### src/rtl/hazard_ctl_pkg.sv
// Shared widths, state encoding and control-word layout for the LEGv8 pipeline sequencer.
package hazard_ctl_pkg;

  localparam int REGW = 5;
  localparam logic [REGW-1:0] XZR_REG = 5'd31;

  typedef enum logic {
    ST_RUN = 1'b0,
    ST_MUL = 1'b1
  } hz_state_e;

  typedef struct packed {
    logic pc_stall;
    logic ifid_stall;
    logic ifid_nop;
    logic idex_stall;
    logic idex_nop;
    logic exmem_nop;
  } hz_ctl_t;

  // Bit order: pc_stall, ifid_stall, ifid_nop, idex_stall, idex_nop, exmem_nop
  localparam hz_ctl_t CTL_IDLE  = hz_ctl_t'(6'b000000);
  localparam hz_ctl_t CTL_FLUSH = hz_ctl_t'(6'b001011);
  localparam hz_ctl_t CTL_MUL   = hz_ctl_t'(6'b110101);
  localparam hz_ctl_t CTL_LDUSE = hz_ctl_t'(6'b110010);

endpackage

### src/rtl/hazard_ctl_loaduse_det.sv
// Load-use comparator: flags when the ID instruction reads the register a load in EX is writing.
module loaduse_det
  import hazard_ctl_pkg::*;
#(
  parameter logic [REGW-1:0] XZR = XZR_REG
) (
  input  logic [REGW-1:0] i_id_rn,
  input  logic [REGW-1:0] i_id_rm,
  input  logic            i_id_usesrn,
  input  logic            i_id_usesrm,
  input  logic            i_ex_memread,
  input  logic [REGW-1:0] i_ex_rd,
  output logic            o_hit
);

  logic w_rn_match;
  logic w_rm_match;

  assign w_rn_match = i_id_usesrn && (i_id_rn == i_ex_rd);
  assign w_rm_match = i_id_usesrm && (i_id_rm == i_ex_rd);

  // A load targeting XZR discards its result, so nothing can depend on it.
  assign o_hit = i_ex_memread && (i_ex_rd != XZR) && (w_rn_match || w_rm_match);

endmodule

### src/rtl/hazard_ctl.sv
// Pipeline sequencer: branch flush, multi-cycle MUL hold and load-use stall for the LEGv8 core,
// plus a saturating count of front-end stall cycles.
module hazard_ctl
  import hazard_ctl_pkg::*;
#(
  parameter int              MUL_LAT = 4,
  parameter int              CNTW    = 16,
  parameter logic [REGW-1:0] XZR     = XZR_REG
) (
  input  logic            i_clk,
  input  logic            i_rst,
  input  logic [REGW-1:0] i_id_rn,
  input  logic [REGW-1:0] i_id_rm,
  input  logic            i_id_usesrn,
  input  logic            i_id_usesrm,
  input  logic            i_ex_memread,
  input  logic [REGW-1:0] i_ex_rd,
  input  logic            i_ex_mul,
  input  logic            i_mem_taken,
  output logic            o_pc_stall,
  output logic            o_ifid_stall,
  output logic            o_ifid_nop,
  output logic            o_idex_stall,
  output logic            o_idex_nop,
  output logic            o_exmem_nop,
  output logic [CNTW-1:0] o_stall_cycles
);

  localparam int CW = $clog2(MUL_LAT);
  localparam logic [CW-1:0] CNT_START = CW'(MUL_LAT - 2);

  hz_state_e       r_st;
  logic [CW-1:0]   r_cnt;
  logic [CNTW-1:0] r_stall_cycles;
  logic            w_lu_hit;
  hz_ctl_t         w_ctl;

  loaduse_det #(
    .XZR(XZR)
  ) u_loaduse_det (
    .i_id_rn     (i_id_rn),
    .i_id_rm     (i_id_rm),
    .i_id_usesrn (i_id_usesrn),
    .i_id_usesrm (i_id_usesrm),
    .i_ex_memread(i_ex_memread),
    .i_ex_rd     (i_ex_rd),
    .o_hit       (w_lu_hit)
  );

  // Priority: reset > flush > MUL sequencing > load-use > idle.
  always_comb begin
    w_ctl = CTL_IDLE;
    if (i_rst) begin
      w_ctl = CTL_FLUSH;
    end else if (i_mem_taken) begin
      w_ctl = CTL_FLUSH;
    end else if (r_st == ST_MUL) begin
      // cnt==0 is the release cycle; ex_mul still shows the same MUL and is ignored.
      if (r_cnt != '0) begin
        w_ctl = CTL_MUL;
      end
    end else if (i_ex_mul) begin
      w_ctl = CTL_MUL;
    end else if (w_lu_hit) begin
      w_ctl = CTL_LDUSE;
    end
  end

  always_ff @(posedge i_clk) begin
    if (i_rst) begin
      r_st           <= ST_RUN;
      r_cnt          <= '0;
      r_stall_cycles <= '0;
    end else begin
      if (i_mem_taken) begin
        r_st  <= ST_RUN;
        r_cnt <= '0;
      end else if (r_st == ST_MUL) begin
        if (r_cnt != '0) begin
          r_cnt <= r_cnt - CW'(1);
        end else begin
          r_st <= ST_RUN;
        end
      end else if (i_ex_mul) begin
        r_st  <= ST_MUL;
        r_cnt <= CNT_START;
      end

      if (w_ctl.pc_stall && (r_stall_cycles != {CNTW{1'b1}})) begin
        r_stall_cycles <= r_stall_cycles + CNTW'(1);
      end
    end
  end

  assign o_pc_stall     = w_ctl.pc_stall;
  assign o_ifid_stall   = w_ctl.ifid_stall;
  assign o_ifid_nop     = w_ctl.ifid_nop;
  assign o_idex_stall   = w_ctl.idex_stall;
  assign o_idex_nop     = w_ctl.idex_nop;
  assign o_exmem_nop    = w_ctl.exmem_nop;
  assign o_stall_cycles = r_stall_cycles;

endmodule
### config.mk
export PLATFORM = sky130hd
export DESIGN_NAME = hazard_ctl
export DESIGN_NICKNAME = d
export VERILOG_FILES = /design/src/rtl/hazard_ctl_pkg.sv /design/src/rtl/hazard_ctl_loaduse_det.sv /design/src/rtl/hazard_ctl.sv
export SDC_FILE = /design/constraint.sdc
export NUM_CORES = 1
export LEC_CHECK = 0
export ABC_AREA = 1
export CAP_MARGIN = 20
export CORE_MARGIN = 2
export CORE_UTILIZATION = 35
export DETAILED_ROUTE_END_ITERATION = 7
export SYNTH_ARGS = -nofsm -noshare
export SYNTH_HDL_FRONTEND = slang
export SYNTH_SLANG_ARGS = --single-unit
### constraint.sdc
create_clock -name i_clk -period 2.47 [get_ports i_clk]
set_input_delay 0.3705 -clock i_clk [delete_from_list [all_inputs] [get_ports i_clk]]
set_output_delay 0.3705 -clock i_clk [all_outputs]
set_load 0.05 [all_outputs]
==> impl_results.md <==
* Result of the run: complete, no violations
* Cell count after placement at 303
* Global-route wire length before repair at 5510 um
* Via count of the first global-routing pass at 1,211
* Skew final at 0.00112 ns
* Most numerous cell on the critical path: sky130_fd_sc_hd__nand2_1
* Setup repair bufs after CTS at 0
* Hold Vio Cnt, Final at 0
* Clock Sink Count at 19
* Post-synth net total at between 200 and 250
* Max-slew violation count at 0
* Placed Area at 1880 um^2
* Final setup violation count at 0
* Number of synthesis warnings at 0
* Post-route cell area at about 1900 um^2
* CP Launch Type: primary input
* Unrepaired setup endpoints after global routing: false
* Final non-filler cell total at 307
* Antenna violations before repair at 0
* Post-detailed-placement half-perimeter wirelength at 2570 um
* Power density cells at about 350 nW/um^2
* Pin slew with the least headroom to its limit at 0.508 ns
* Final total negative setup slack at 0 ns
* Worst max-slew margin expressed relative to the limit at between 60 and 70%
* Worst setup path class: primary input to output port
* Max H-tree Level at 1
* DIE AREA at 4370 um^2
* Number of DRC violations after detailed-routing iteration 0 at 77
* Total length of routed wires at 3300 um
* Clock Tree Root: sky130_fd_sc_hd__clkbuf_8
* Worst hold-check path type: flip-flop to flip-flop
* Required time of the worst setup path at 2.10 ns
* Count of buffers from port buffering at 43
* Antenna cells at 0
* P_leak at between 0.7 and 0.8 nW
* Category of the worst setup path capture point: output port
* Number of ports placed on the die boundary at 44
* Final worst path period share at 91.6%
* Initial core utilization at 36.6%
* Final period demand of the worst path at 2.26 ns
* Vias at approximately 1.4k
* Remaining global-route overflow at 0
* VDD IR max at 0.242 mV
* Max frequency at 0.442 GHz
* Per-cell via count in the routed design at 4.61
* Die boundary height at roughly 66 um
* Clock tree from TritonCTS: done
* Detailed-route wire length per cell at 10.7 um
* Count of mapped cells out of synthesis at 215
* Gpl congestion at 0.816
* Drc violations at 0
* Synth area leader: sky130_fd_sc_hd__dfxtp_1
* Biggest area contributors in the synthesized netlist: sky130_fd_sc_hd__dfxtp_1 (28%), sky130_fd_sc_hd__nand2_1 (18%), sky130_fd_sc_hd__nand3_1 (9.3%), sky130_fd_sc_hd__inv_1 (7.2%), sky130_fd_sc_hd__nor2_1 (6.1%)
* Global router's overall resource usage at 15.9%
* Maximum number of pins on one net before global-route repair at 19
* Number of buffers created by CTS at 3
* Portion of synthesized cell area occupied by the leading cell type at 28.2%
* Later-pin clock latency in the skew report at around 0.25 ns
* Arrival time of data at the critical path endpoint at 1.89 ns
* Clock-pin slew reported for the worst setup and hold paths after clock tree synthesis at 0.07 ns
* Ys flop type: sky130_fd_sc_hd__dfxtp_1
* Maximum capacitance violations at 0
* Largest incremental delay on the critical path at between 0.5 and 0.6 ns
* Cell with the largest stage delay on the worst path: sky130_fd_sc_hd__clkdlybuf4s50_1
* Share of cells above drive strength 1 at 8.49%
* 1st-pass router iterations at 5
* Core utilization of the finished layout at between 50% and 60%
* Asr flop ratio synth at 0%
* EDFF count, synth at 0
* Pwr Total at 0.678 mW
* Proportion of synthesized chip area in sequential cells at 28.2%
* Unique cell type count in the Yosys netlist at 25
* Resize count post-CTS at 0
* Biggest fanout along the worst timing path at 4
* Die W at ~66 um
* Avg Cell Area, Syn at about 6.3 um^2
* Maximum count of clock buffers along a single path at 2
* Cts-stage hold buffer count at 0
* Remaining antenna violation count at 0
* Crit path cell chain: clkdlybuf4s50_1 > inv_1 > nand2_1 > nand2_1 > nor2_1 > nand3_1 > nand2_1 > nand2_1 > o21ai_0 > buf_12
* Number of synthesized register bits at 19
* Total standard cell area after synthesis at 1350 um^2
* Net count reported at finish at between 200 and 300
* Cell row count at 22
* Synthesis-to-finish area growth at 43.0%
* Area of the core at 3690 um^2
[stage by stage]
stage | setup slack [ns] | hold slack [ns]
2_1_floorplan | 0.101 | 0.445
3_3_place_gp | 0.169 | 0.458
3_5_place_dp | 0.175 | 0.461
4_1_cts | 0.169 | 0.471
5_1_grt | 0.00653 | 0.499
6_report | 0.207 | 0.475
[sequential cells by signal, indices dropped and copies added, names as in the netlist]
register / count
r_st: 1
r_cnt: 2
o_stall_cycles: 16
[critical path, delay by kind of cell]
| family | cells | cell delay, ns |
|---|---|---|
| buffers and inverters | 3 | 0.78 |
| AND/OR/NAND/NOR | 6 | 0.45 |
| AO/OA/AOI/OAI | 1 | 0.29 |
[metal layers]
| layer | vias up | wire [um] | GRT usage, % |
|---|---|---|---|
| met2 | 33 | 1420 | 25.8 |
| met4 | 0 | 39 | 4.59 |
| li1 | 770 | - | - |
| met3 | 5 | 186 | 2.56 |
| met1 | 608 | 1650 | 21.6 |
| met5 | - | 0 | 0 |
[path summary, 6_finish.rpt]
path	to	slack, ns	cells after the start	start
hold reg to reg	r_cnt[0]$_SDFFE_PP0P_	0.47	2	r_cnt[0]$_SDFFE_PP0P_
setup / recovery	o_idex_nop	0.21	10	i_ex_rd[3]
setup reg to reg	o_stall_cycles[8]$_SDFFE_PP0P_	0.29	9	o_stall_cycles[0]$_SDFFE_PP0P_
hold / removal	r_cnt[0]$_SDFFE_PP0P_	0.47	2	r_cnt[0]$_SDFFE_PP0P_
[synthesized netlist by cell type, types with 2 or more instances]
| cell type | n |
|---|---|
| sky130_fd_sc_hd__xnor2_1 | 4 |
| sky130_fd_sc_hd__clkbuf_1 | 2 |
| sky130_fd_sc_hd__buf_6 | 2 |
| sky130_fd_sc_hd__dfxtp_1 | 19 |
| sky130_fd_sc_hd__buf_4 | 2 |
| sky130_fd_sc_hd__nand2_1 | 65 |
| sky130_fd_sc_hd__ha_1 | 2 |
| sky130_fd_sc_hd__o21ai_0 | 2 |
| sky130_fd_sc_hd__nor2_2 | 2 |
| sky130_fd_sc_hd__nand3_1 | 25 |
| sky130_fd_sc_hd__nand4_1 | 5 |
| sky130_fd_sc_hd__nor2_1 | 22 |
| sky130_fd_sc_hd__nor3_1 | 3 |
| sky130_fd_sc_hd__xor2_1 | 9 |
| sky130_fd_sc_hd__inv_1 | 26 |
| sky130_fd_sc_hd__a21oi_1 | 16 |
[report_power, final]
part           switching [mW]  internal (mW)
Clock                   0.101          0.115
Sequential            0.00351          0.310
Combinational          0.0776         0.0719
[layout make-up]
cell class                 count  area (um^2)
inverter                      26         97.6
fill                         389         1760
multi-input combinational    163          826
clock buffer                   4         45.0
timing repair buffer          47          520
sequential                    19          380
tap                           48         60.1
[cell families (layout without fill, tap and decap cells)]
group           Yosys count  after routing  share of synthesized area, %
fa+ha+maj                 2              2                          1.85
simple gates            128            128                          42.7
buf+inv                  33             77                          10.9
xor+xnor                 13             13                          8.44
flops                    19             19                          28.2
compound gates           20             20                          7.89
[placed cells by master, fill, tap and decap left out, types with 2 or more instances in the layout]
cell type,instances
sky130_fd_sc_hd__o21ai_0,2
sky130_fd_sc_hd__nand3_1,25
sky130_fd_sc_hd__nor2_1,22
sky130_fd_sc_hd__clkdlybuf4s50_1,37
sky130_fd_sc_hd__xnor2_1,4
sky130_fd_sc_hd__buf_4,4
sky130_fd_sc_hd__inv_1,25
sky130_fd_sc_hd__nand4_1,5
sky130_fd_sc_hd__nand2_1,65
sky130_fd_sc_hd__clkbuf_8,3
sky130_fd_sc_hd__nor3_1,3
sky130_fd_sc_hd__ha_1,2
sky130_fd_sc_hd__buf_12,6
sky130_fd_sc_hd__xor2_1,9
sky130_fd_sc_hd__a21oi_1,16
sky130_fd_sc_hd__dfxtp_1,19
Power figures use the tool's default switching activity.
